`src/rtl/io_ctrl.sv`:
```
// CPU-facing I/O controller: RAM/IO address decode, UART TX FIFO, RX byte read,
// free-running cycle counter with byte-wise snapshot reads, and a sticky stop flag.
module io_ctrl #(
   parameter int TX_DEPTH    = 8,
   parameter int FULL_MARGIN = 2
) (
   input  logic        clk_in,
   input  logic        rst_in,
   input  logic        rdy_in,
   input  logic [31:0] mem_a,
   input  logic [7:0]  mem_dout,
   input  logic        mem_wr,
   output logic [7:0]  mem_din,
   output logic        io_buffer_full,
   output logic [16:0] ram_a,
   output logic [7:0]  ram_din,
   output logic        ram_we,
   input  logic [7:0]  ram_dout,
   output logic [7:0]  tx_data,
   output logic        tx_valid,
   input  logic        tx_ready,
   input  logic [7:0]  rx_data,
   input  logic        rx_valid,
   output logic        rx_pop,
   output logic        program_finish
);

   localparam int             AW         = $clog2(TX_DEPTH);
   localparam logic [AW:0]    DEPTH_CNT  = (AW+1)'(TX_DEPTH);
   localparam logic [AW:0]    FULL_LEVEL = (AW+1)'(TX_DEPTH - FULL_MARGIN);

   typedef enum logic [2:0] {
      SRC_RAM,
      SRC_RX,
      SRC_ZERO,
      SRC_CLK0,
      SRC_CLK1,
      SRC_CLK2,
      SRC_CLK3
   } src_e;

   src_e            r_src;
   src_e            w_src_nxt;
   logic [31:0]     r_cnt;
   logic [31:0]     r_snap;
   logic [7:0]      r_rx;
   logic            r_finish;
   logic            r_full;
   logic [7:0]      r_mem [TX_DEPTH];
   logic [AW-1:0]   r_wr_ptr;
   logic [AW-1:0]   r_rd_ptr;
   logic [AW:0]     r_count;
   logic [AW:0]     w_count_nxt;

   logic            w_is_io;
   logic            w_io_rd;
   logic            w_io_wr;
   logic [2:0]      w_sel;
   logic            w_rd_data;
   logic            w_rd_clk0;
   logic            w_push_req;
   logic            w_push;
   logic            w_pop;
   logic            w_full;
   logic            w_fin;
   logic [7:0]      w_push_data;
   logic            w_unused_addr;

   // Only bits 17:0 of the CPU address take part in decoding.
   assign w_unused_addr = ^mem_a[31:18];

   assign w_is_io   = (mem_a[17:16] == 2'b11);
   assign w_io_rd   = rdy_in & w_is_io & ~mem_wr;
   assign w_io_wr   = rdy_in & w_is_io & mem_wr;
   assign w_sel     = mem_a[2:0];
   assign w_rd_data = w_io_rd & (w_sel == 3'd0);
   assign w_rd_clk0 = w_io_rd & (w_sel == 3'd4);
   assign w_fin     = w_io_wr & (w_sel == 3'd4);

   assign w_push_req  = w_io_wr & (((w_sel == 3'd0) & (mem_dout != 8'h00)) | (w_sel == 3'd4));
   assign w_push_data = (w_sel == 3'd4) ? 8'h00 : mem_dout;
   assign w_full      = (r_count == DEPTH_CNT);
   assign w_pop       = (r_count != '0) & tx_ready;
   // A full FIFO still accepts a push when the head leaves in the same cycle.
   assign w_push      = w_push_req & (~w_full | w_pop);

   assign ram_a          = mem_a[16:0];
   assign ram_din        = mem_dout;
   assign ram_we         = mem_wr & rdy_in & ~w_is_io;
   assign rx_pop         = rst_in & w_rd_data & rx_valid;
   assign tx_valid       = (r_count != '0);
   assign tx_data        = r_mem[r_rd_ptr];
   assign io_buffer_full = r_full;
   assign program_finish = r_finish;

   // NOTE: every variable assigned in an always_comb gets a default first, so no path leaves it holding a value (which would infer a latch).
   always_comb begin
      w_count_nxt = r_count;
      case ({w_push, w_pop})
         2'b10:   w_count_nxt = r_count + (AW+1)'(1);
         2'b01:   w_count_nxt = r_count - (AW+1)'(1);
         default: w_count_nxt = r_count;
      endcase
   end

   always_comb begin
      w_src_nxt = SRC_RAM;
      if (w_is_io) begin
         if (mem_wr) begin
            w_src_nxt = SRC_ZERO;
         end else begin
            case (w_sel)
               3'd0:    w_src_nxt = SRC_RX;
               3'd4:    w_src_nxt = SRC_CLK0;
               3'd5:    w_src_nxt = SRC_CLK1;
               3'd6:    w_src_nxt = SRC_CLK2;
               3'd7:    w_src_nxt = SRC_CLK3;
               default: w_src_nxt = SRC_ZERO;
            endcase
         end
      end
   end

   always_comb begin
      mem_din = 8'h00;
      case (r_src)
         SRC_RAM:  mem_din = ram_dout;
         SRC_RX:   mem_din = r_rx;
         SRC_CLK0: mem_din = r_snap[7:0];
         SRC_CLK1: mem_din = r_snap[15:8];
         SRC_CLK2: mem_din = r_snap[23:16];
         SRC_CLK3: mem_din = r_snap[31:24];
         default:  mem_din = 8'h00;
      endcase
   end

   // NOTE: the FIFO storage has no reset; the cleared pointers and count already make old contents unreachable.
   always_ff @(posedge clk_in) begin
      if (w_push) begin
         r_mem[r_wr_ptr] <= w_push_data;
      end
   end

   // NOTE: sequential state uses non-blocking assignments only, so every register samples pre-edge values.
   always_ff @(posedge clk_in or negedge rst_in) begin
      if (!rst_in) begin
         r_cnt    <= '0;
         r_snap   <= '0;
         r_rx     <= '0;
         r_finish <= 1'b0;
         r_full   <= 1'b0;
         r_wr_ptr <= '0;
         r_rd_ptr <= '0;
         r_count  <= '0;
         r_src    <= SRC_RAM;
      end else begin
         r_cnt   <= r_cnt + 32'd1;
         r_count <= w_count_nxt;
         r_full  <= (w_count_nxt >= FULL_LEVEL);
         if (w_push) begin
            r_wr_ptr <= r_wr_ptr + AW'(1);
         end
         if (w_pop) begin
            r_rd_ptr <= r_rd_ptr + AW'(1);
         end
         if (w_fin) begin
            r_finish <= 1'b1;
         end
         if (w_rd_clk0) begin
            r_snap <= r_cnt;
         end
         if (w_rd_data) begin
            r_rx <= rx_valid ? rx_data : 8'h00;
         end
         if (rdy_in) begin
            r_src <= w_src_nxt;
         end
      end
   end

endmodule

```
`config.mk`:
```
export PLATFORM = sky130hd
export DESIGN_NAME = io_ctrl
export DESIGN_NICKNAME = d
export VERILOG_FILES = /design/src/rtl/io_ctrl.sv
export SDC_FILE = /design/constraint.sdc
export NUM_CORES = 1
export LEC_CHECK = 0
export CORE_UTILIZATION = 29
export DETAILED_ROUTE_END_ITERATION = 7
export PLACE_DENSITY = 0.56
export SLEW_MARGIN = 20
export SYNTH_ARGS = -nofsm -noshare
export SYNTH_HDL_FRONTEND = slang
export SYNTH_SLANG_ARGS = --single-unit
```
`constraint.sdc`:
```
create_clock -name clk_in -period 5.5 [get_ports clk_in]
set_input_delay 0.55 -clock clk_in [delete_from_list [all_inputs] [get_ports clk_in]]
set_output_delay 0.55 -clock clk_in [all_outputs]
set_load 0.01 [all_outputs]
```
==> metrics, run 1 <==
status=finished, final reports clean; most common cell after layout, fill and taps aside=dfrtp_1; Iteration-0 DRC Markers=roughly 250; ant diodes=0; skew final=0.00871 ns; Clk pin slew, worst setup/hold paths=approximately 0.06 ns; clock sinks=roughly 150; Setup TNS=0 ns; H-tree levels=4; hpwl dp=just over 10000 µm; clock root buffer=clkbuf_16; hold buffer count at cts=0; Port Buf Inserts=67; Setup violations, final=0; CP peak stage delay=between 0.6 and 0.7 ns; FF+latch area=4100 µm²; Area contributors post-synth=dfrtp_1 32%, edfxtp_1 28%, mux2_2 7.4%; peak supply drop=approximately 190 µV; static leakage=around 3.3 nW; placed instance area=approximately 7700 µm²; Yosys reg bits=between 150 and 200; synth warn=0; Synth area leader=dfrtp_1; GRT Total Usage=0.132; Hold Crit Class=in2async; TritonCTS clock tree=done; fin nets=600; CTS Buffer Depth=2; DRC Markers=0; crit path capture type=primary output; Routed WL per cell=~17 µm; crit-path cells=inv_1 -> nor2_1 -> a221oi_1 -> o21ai_0 -> clkdlybuf4s50_1; mean cell area of the mapped netlist=14.2 µm²; Least-Margin Pin Slew=~1.1 ns; setup bufs post-CTS=0; crit-path max FO=12; antenna violations before repair=0; synth unique cells=between 50 and 60; max-slew violation count=0; largest net degree at the start of global routing=~90; Synth top area share=0.316; DP Worst Slack=between 2 and 2.5 ns; Syn Std Cell Area=between 6000 and 7000 µm²; Chip Width=approximately 160 µm; Post-Syn Instances=487; first-pass GRT wire length=23500 µm; vias in the first global route=4183; FP Rows=56; TritonRoute pass-1 iters=6; post-route cell area=~8400 µm²; WP data arrival=between 2 and 3 ns; Total Wirelength=around 15000 µm; RSZ-0062 raised after global routing=false; post-CTS sizing=0; commonest cells after routing, fill and taps aside=86 x dfrtp_1, 66 x clkdlybuf4s50_1, 64 x edfxtp_1; post-synthesis sequential area ratio=0.595; CP Class=reg2out; vias per cell=4.68; CP delay by family, top=buffers and inverters; PwrDens=390 nW/µm²; Final min period=3.48 ns; CP required=4.95 ns; Num CTS Buffers=17; Core Box Area=between 20000 and 25000 µm²; vias=4035; Worst Path Buf+Inv=2; Max-cap violations=0; Ports=approximately 110; final worst slack=roughly 2.0 ns; antenna-violating nets left=0; overall power=3.27 mW; Area growth syn-to-layout=21.7%; total congestion overflow=0; DIE HEIGHT=between 150 and 200 µm; final hold vios=0; Post-Syn Nets=~560; worst skew pair latency=approximately 0.42 ns; worst relative slew slack=0.282; GPL Wtd Cong=0.807; Max Freq=between 0.2 and 0.3 GHz; Fillers=~2300; layout cell share with drive strength beyond 1=0.235; Final Core Density=0.358; Multi-input gate area=approximately 2500 µm²; Worst path slowest cell=dfrtp_1; Period Utilization, post-route=0.632; initial core utilization=0.294; die area=24400 µm²; Startpoint Class=flop
-- worst paths after layout --
check,cells after the start,startpoint,to,slack [ns]
min,1,rst_in,r_rx[3],0.18
max reg2reg,10,r_count[0],io_buffer_full,2.88
max in group asynchronous,1,rst_in,r_rd_ptr[0],4.74
min in group clk_in,2,r_rx[0],r_rx[0],0.48
max,5,r_src[2],mem_din[5],2.02
min reg2reg,2,r_rx[0],r_rx[0],0.48
-- Yosys cell counts (all sizes together) --
| master | instances |
|---|---|
| dfrtp | 87 |
| nand2 | 39 |
| nand2b | 4 |
| mux2 | 46 |
| xnor2 | 25 |
| nand3b | 1 |
| and4 | 5 |
| o2111ai | 1 |
| nor4 | 4 |
| a21oi | 2 |
| o21ai | 16 |
| or4 | 2 |
| a211oi | 1 |
| a221oi | 12 |
| nor2 | 20 |
| inv | 10 |
| a21o | 5 |
| and2 | 9 |
| nor2b | 2 |
| nand3 | 14 |
| clkbuf | 7 |
| mux4 | 20 |
| clkinv | 1 |
| nand4b | 2 |
| and3 | 7 |
| nand4 | 9 |
| fa | 1 |
| nor3 | 16 |
| xor2 | 11 |
| ha | 5 |
| o22ai | 1 |
| edfxtp | 64 |
| mux2i | 1 |
| buf | 36 |
| o32ai | 1 |
-- metal layers --
layer | up-vias | GRT usage | share of wire
met3 | 17 | 0.0397 | 0.053
met4 | 0 | 0.0444 | 0.013
met1 | 2040 | 0.175 | 0.47
met5 | - | 0 | 0
met2 | 116 | 0.203 | 0.46
li1 | 1862 | - | -
-- logic make-up (layout without fill, tap and decap cells) --
logic type / after synthesis / count (layout) / share of synthesized area
flip-flops: 151 / 151 / 0.595
AND/OR/NAND/NOR: 134 / 134 / 0.118
multiplexers: 67 / 67 / 0.143
buffers and inverters: 54 / 111 / 0.0458
AO/OA/AOI/OAI: 39 / 39 / 0.0399
XOR/XNOR: 36 / 36 / 0.0468
adder cells (fa/ha/maj): 6 / 6 / 0.0120
-- power by group --
group / switching (mW) / leakage, nW / total (mW) / internal (mW)
logic: 0.230 / 1.21 / 0.607 / 0.377
clock network: 0.453 / 0.318 / 1.30 / 0.847
registers: 0.132 / 1.75 / 1.36 / 1.23
-- per-stage QoR --
stage,hold slack (ns),std cells
floorplan,0.254,487
finish,0.183,863
global placement,0.463,832
CTS,0.374,863
global route,0.245,863
detailed placement,0.475,832
-- registers in the layout, summed over array words and instances (netlist names) --
name	flops
r_mem	64
r_cnt	32
r_snap	32
r_rx	8
r_count	4
r_rd_ptr	3
r_src	3
r_wr_ptr	3
io_buffer_full	1
program_finish	1
-- layout make-up --
type | instances | area share
clock buffers | 18 | 0.0512
flip-flops and latches | 151 | 0.489
well taps | 319 | 0.0476
clock inverters | 13 | 0.0272
repair buffers | 69 | 0.0819
inverters | 11 | 0.00492
multi-input cells | 282 | 0.298
Power figures use the tool's default switching activity.
==> inputs of run 2 (changes only) <==
==> constraint.sdc (replaced) <==
create_clock -name clk_in -period 3.65 [get_ports clk_in]
set_input_delay 0.365 -clock clk_in [delete_from_list [all_inputs] [get_ports clk_in]]
set_output_delay 0.365 -clock clk_in [all_outputs]
set_load 0.01 [all_outputs]
==> run 2 against run 1 <==
Effect of this change:
- clock power up 31%
- via count up 1.5%
- combinational power up 62%
- cell area unchanged
- first-iteration DRC count down 7.9%
- global-route usage down 0.26 points
- count of clock-buffer cells in the layout up 3
- die area unchanged
- highest routed layer unchanged
==> metrics, run 2 (same netlist as run 1, synthesis figures left out) <==
status=finished, final reports clean; flop-to-flop setup slack=1.01 ns (-1.87 ns); Pint=3.44 mW (+40%); crit-path cells=inv_1 -> nor2_1 -> a221oi_1 -> o21ai_0 -> clkdlybuf4s50_1; FP Rows=56 (unchanged); DIE HEIGHT=156 µm (unchanged); vias in the first global route=4249 (+1.6%); Least-Margin Pin Slew=0.833 ns (-0.240 ns); first-pass GRT wire length=23400 µm (-0.27%); CP Class=reg2out; TritonRoute pass-1 iters=4 (-2); sw frac=0.264 (+0.0142); Clk pin slew, worst setup/hold paths=0.06 ns (about the same); overall power=4.67 mW (+43%); Seq pwr share=0.426 (+0.009); initial core utilization=0.294 (unchanged); peak supply drop=277 µV (+49%); most common cell after layout, fill and taps aside=dfrtp_1; FF+latch area=4100 µm² (about the same); DRC Markers=0 (unchanged); Comb pwr share=0.211 (+0.025); met2 routed WL=6920 µm (+0.52%); worst relative slew slack=0.445 (+0.163); post-route cell area=8380 µm² (unchanged); antenna-violating nets left=0 (unchanged); placed instance area=7810 µm² (+1.2%); clock root buffer=clkbuf_16; Max Freq=between 0.3 and 0.4 GHz; WHS=0.0966 ns (-0.0860 ns); CP required=3.28 ns (-1.67 ns); setup bufs post-CTS=0 (unchanged); Startpoint Class=flop; Setup violations, final=0 (unchanged); most flop-heavy register=r_mem; Iteration-0 DRC Markers=233 (-7.9%); final hold vios=0 (unchanged); Reg2Reg Depth=10 (unchanged); antenna violations before repair=0 (unchanged); reg2reg end=io_buffer_full; total congestion overflow=0 (unchanged); crit-path max FO=12 (unchanged); Crit. Startpoint=r_src[2]; Total Wirelength=14900 µm (+0.19%); Top Registers=r_mem x64, r_cnt x32, r_snap x32; Chip Width=156 µm (unchanged); hpwl dp=10400 µm (+1.7%); max-slew violation count=0 (unchanged); Core Box Area=23400 µm² (unchanged); top routing layer in use=met4; post-CTS sizing=0 (unchanged); Max-cap violations=0 (unchanged); PwrDens=557 nW/µm² (+43%); Multi-input gate area=2480 µm² (-0.80%); worst skew pair latency=0.42 ns (about the same); static leakage=3.29 nW (+0.21%); CP peak stage delay=0.64 ns (-0.04 ns); RSZ-0062 raised after global routing=false; Fillers=2269 (-0.79%); Setup TNS=0 ns (unchanged); sw power=1.23 mW (+51%); fin nets=613 (+2.2%); largest net degree at the start of global routing=88 (-1.1%); Period Utilization, post-route=0.888; Port Buf Inserts=67 (unchanged); ant diodes=0 (unchanged); skew final=0.00771 ns (-0.00100 ns); Routed WL per cell=17.0 µm (-1.4%); vias=4097 (+1.5%); Worst Path Buf+Inv=2 (unchanged); GRT Total Usage=0.129 (-0.00261); Ports=108 (unchanged); crit path capture type=primary output; die area=24400 µm² (unchanged); Met3 Wirelength=846 µm (+6.4%); commonest cells after routing, fill and taps aside=87 x dfrtp_1, 66 x clkdlybuf4s50_1, 64 x edfxtp_1; GPL Wtd Cong=0.819 (+1.5%); met1 WL=6970 µm (-0.78%); H-tree levels=4 (unchanged); clock power share=0.363 (-0.035); Num CTS Buffers=17 (unchanged); WP data arrival=2.88 ns (-0.05 ns); hold buffer count at cts=0 (unchanged); max reg flops=64 (unchanged); Area growth syn-to-layout=21.7% (unchanged); CTS Buffer Depth=2 (unchanged); DP Worst Slack=0.615 ns (-1.39 ns); vias per cell=4.67 (about the same); Worst path slowest cell=dfrtp_1; clock sinks=151 (unchanged); r2r startpoint=r_count[0]; Final min period=approximately 3.2 ns; TritonCTS clock tree=done; layout cell share with drive strength beyond 1=0.240 (+0.00485); Hold Crit Class=in2async; CP delay by family, top=buffers and inverters; final worst slack=0.409 ns (-1.61 ns)
run 2: how the worst max path moves through the flow:
stage                                 to  slack [ns]  cells after the start
after global routing          mem_din[6]        0.26                      5
final                         mem_din[6]        0.41                      5
after detailed placement  io_buffer_full        0.61                     11
after floorplan           io_buffer_full        1.20                     10
after global placement    io_buffer_full        0.67                     11
after CTS                     mem_din[6]        0.42                      5
run 2: cell type report:
cell class | instances | share of cell area
flip-flops and latches | 151 | 0.489
multi-input cells | 282 | 0.296
repair buffers | 82 | 0.0951
clock buffers | 21 | 0.0525
well taps | 319 | 0.0476
clock inverters | 11 | 0.0152
inverters | 11 | 0.00492
run 2: power by group through the flow:
stage	clock, mW	combinational [mW]	sequential, mW
finish	1.70	0.984	1.99
global route	1.80	1.07	2.00
CTS	1.73	0.999	1.99
detailed placement	0	0.992	2.02
global placement	0	0.965	2.02
floorplan	0	0.693	1.94
run 2: metrics by stage:
stage                     utilization  std cells
after CTS                       0.358        877
after global placement          0.334        845
after global routing            0.358        877
after floorplan                     -        487
final                           0.358        877
after detailed placement        0.334        845
run 2: worst register-to-register path, stage by stage, from the launching register on:
cell and delay, ns:
dfrtp_1 0.41, or4_4 0.59, nand2_4 0.12, a21o_4 0.12, inv_1 0.06, ha_1 0.27
a21o_1 0.18, a21o_1 0.19, a211oi_1 0.29, nor3_1 0.10, nand4b_1 0.18
run 2: routing by layer:
layer  vias up  global-route usage
li1       1887                   -
met1      2073               0.171
met2       117               0.203
met3        20              0.0367
met4         0              0.0392
met5         -                   0
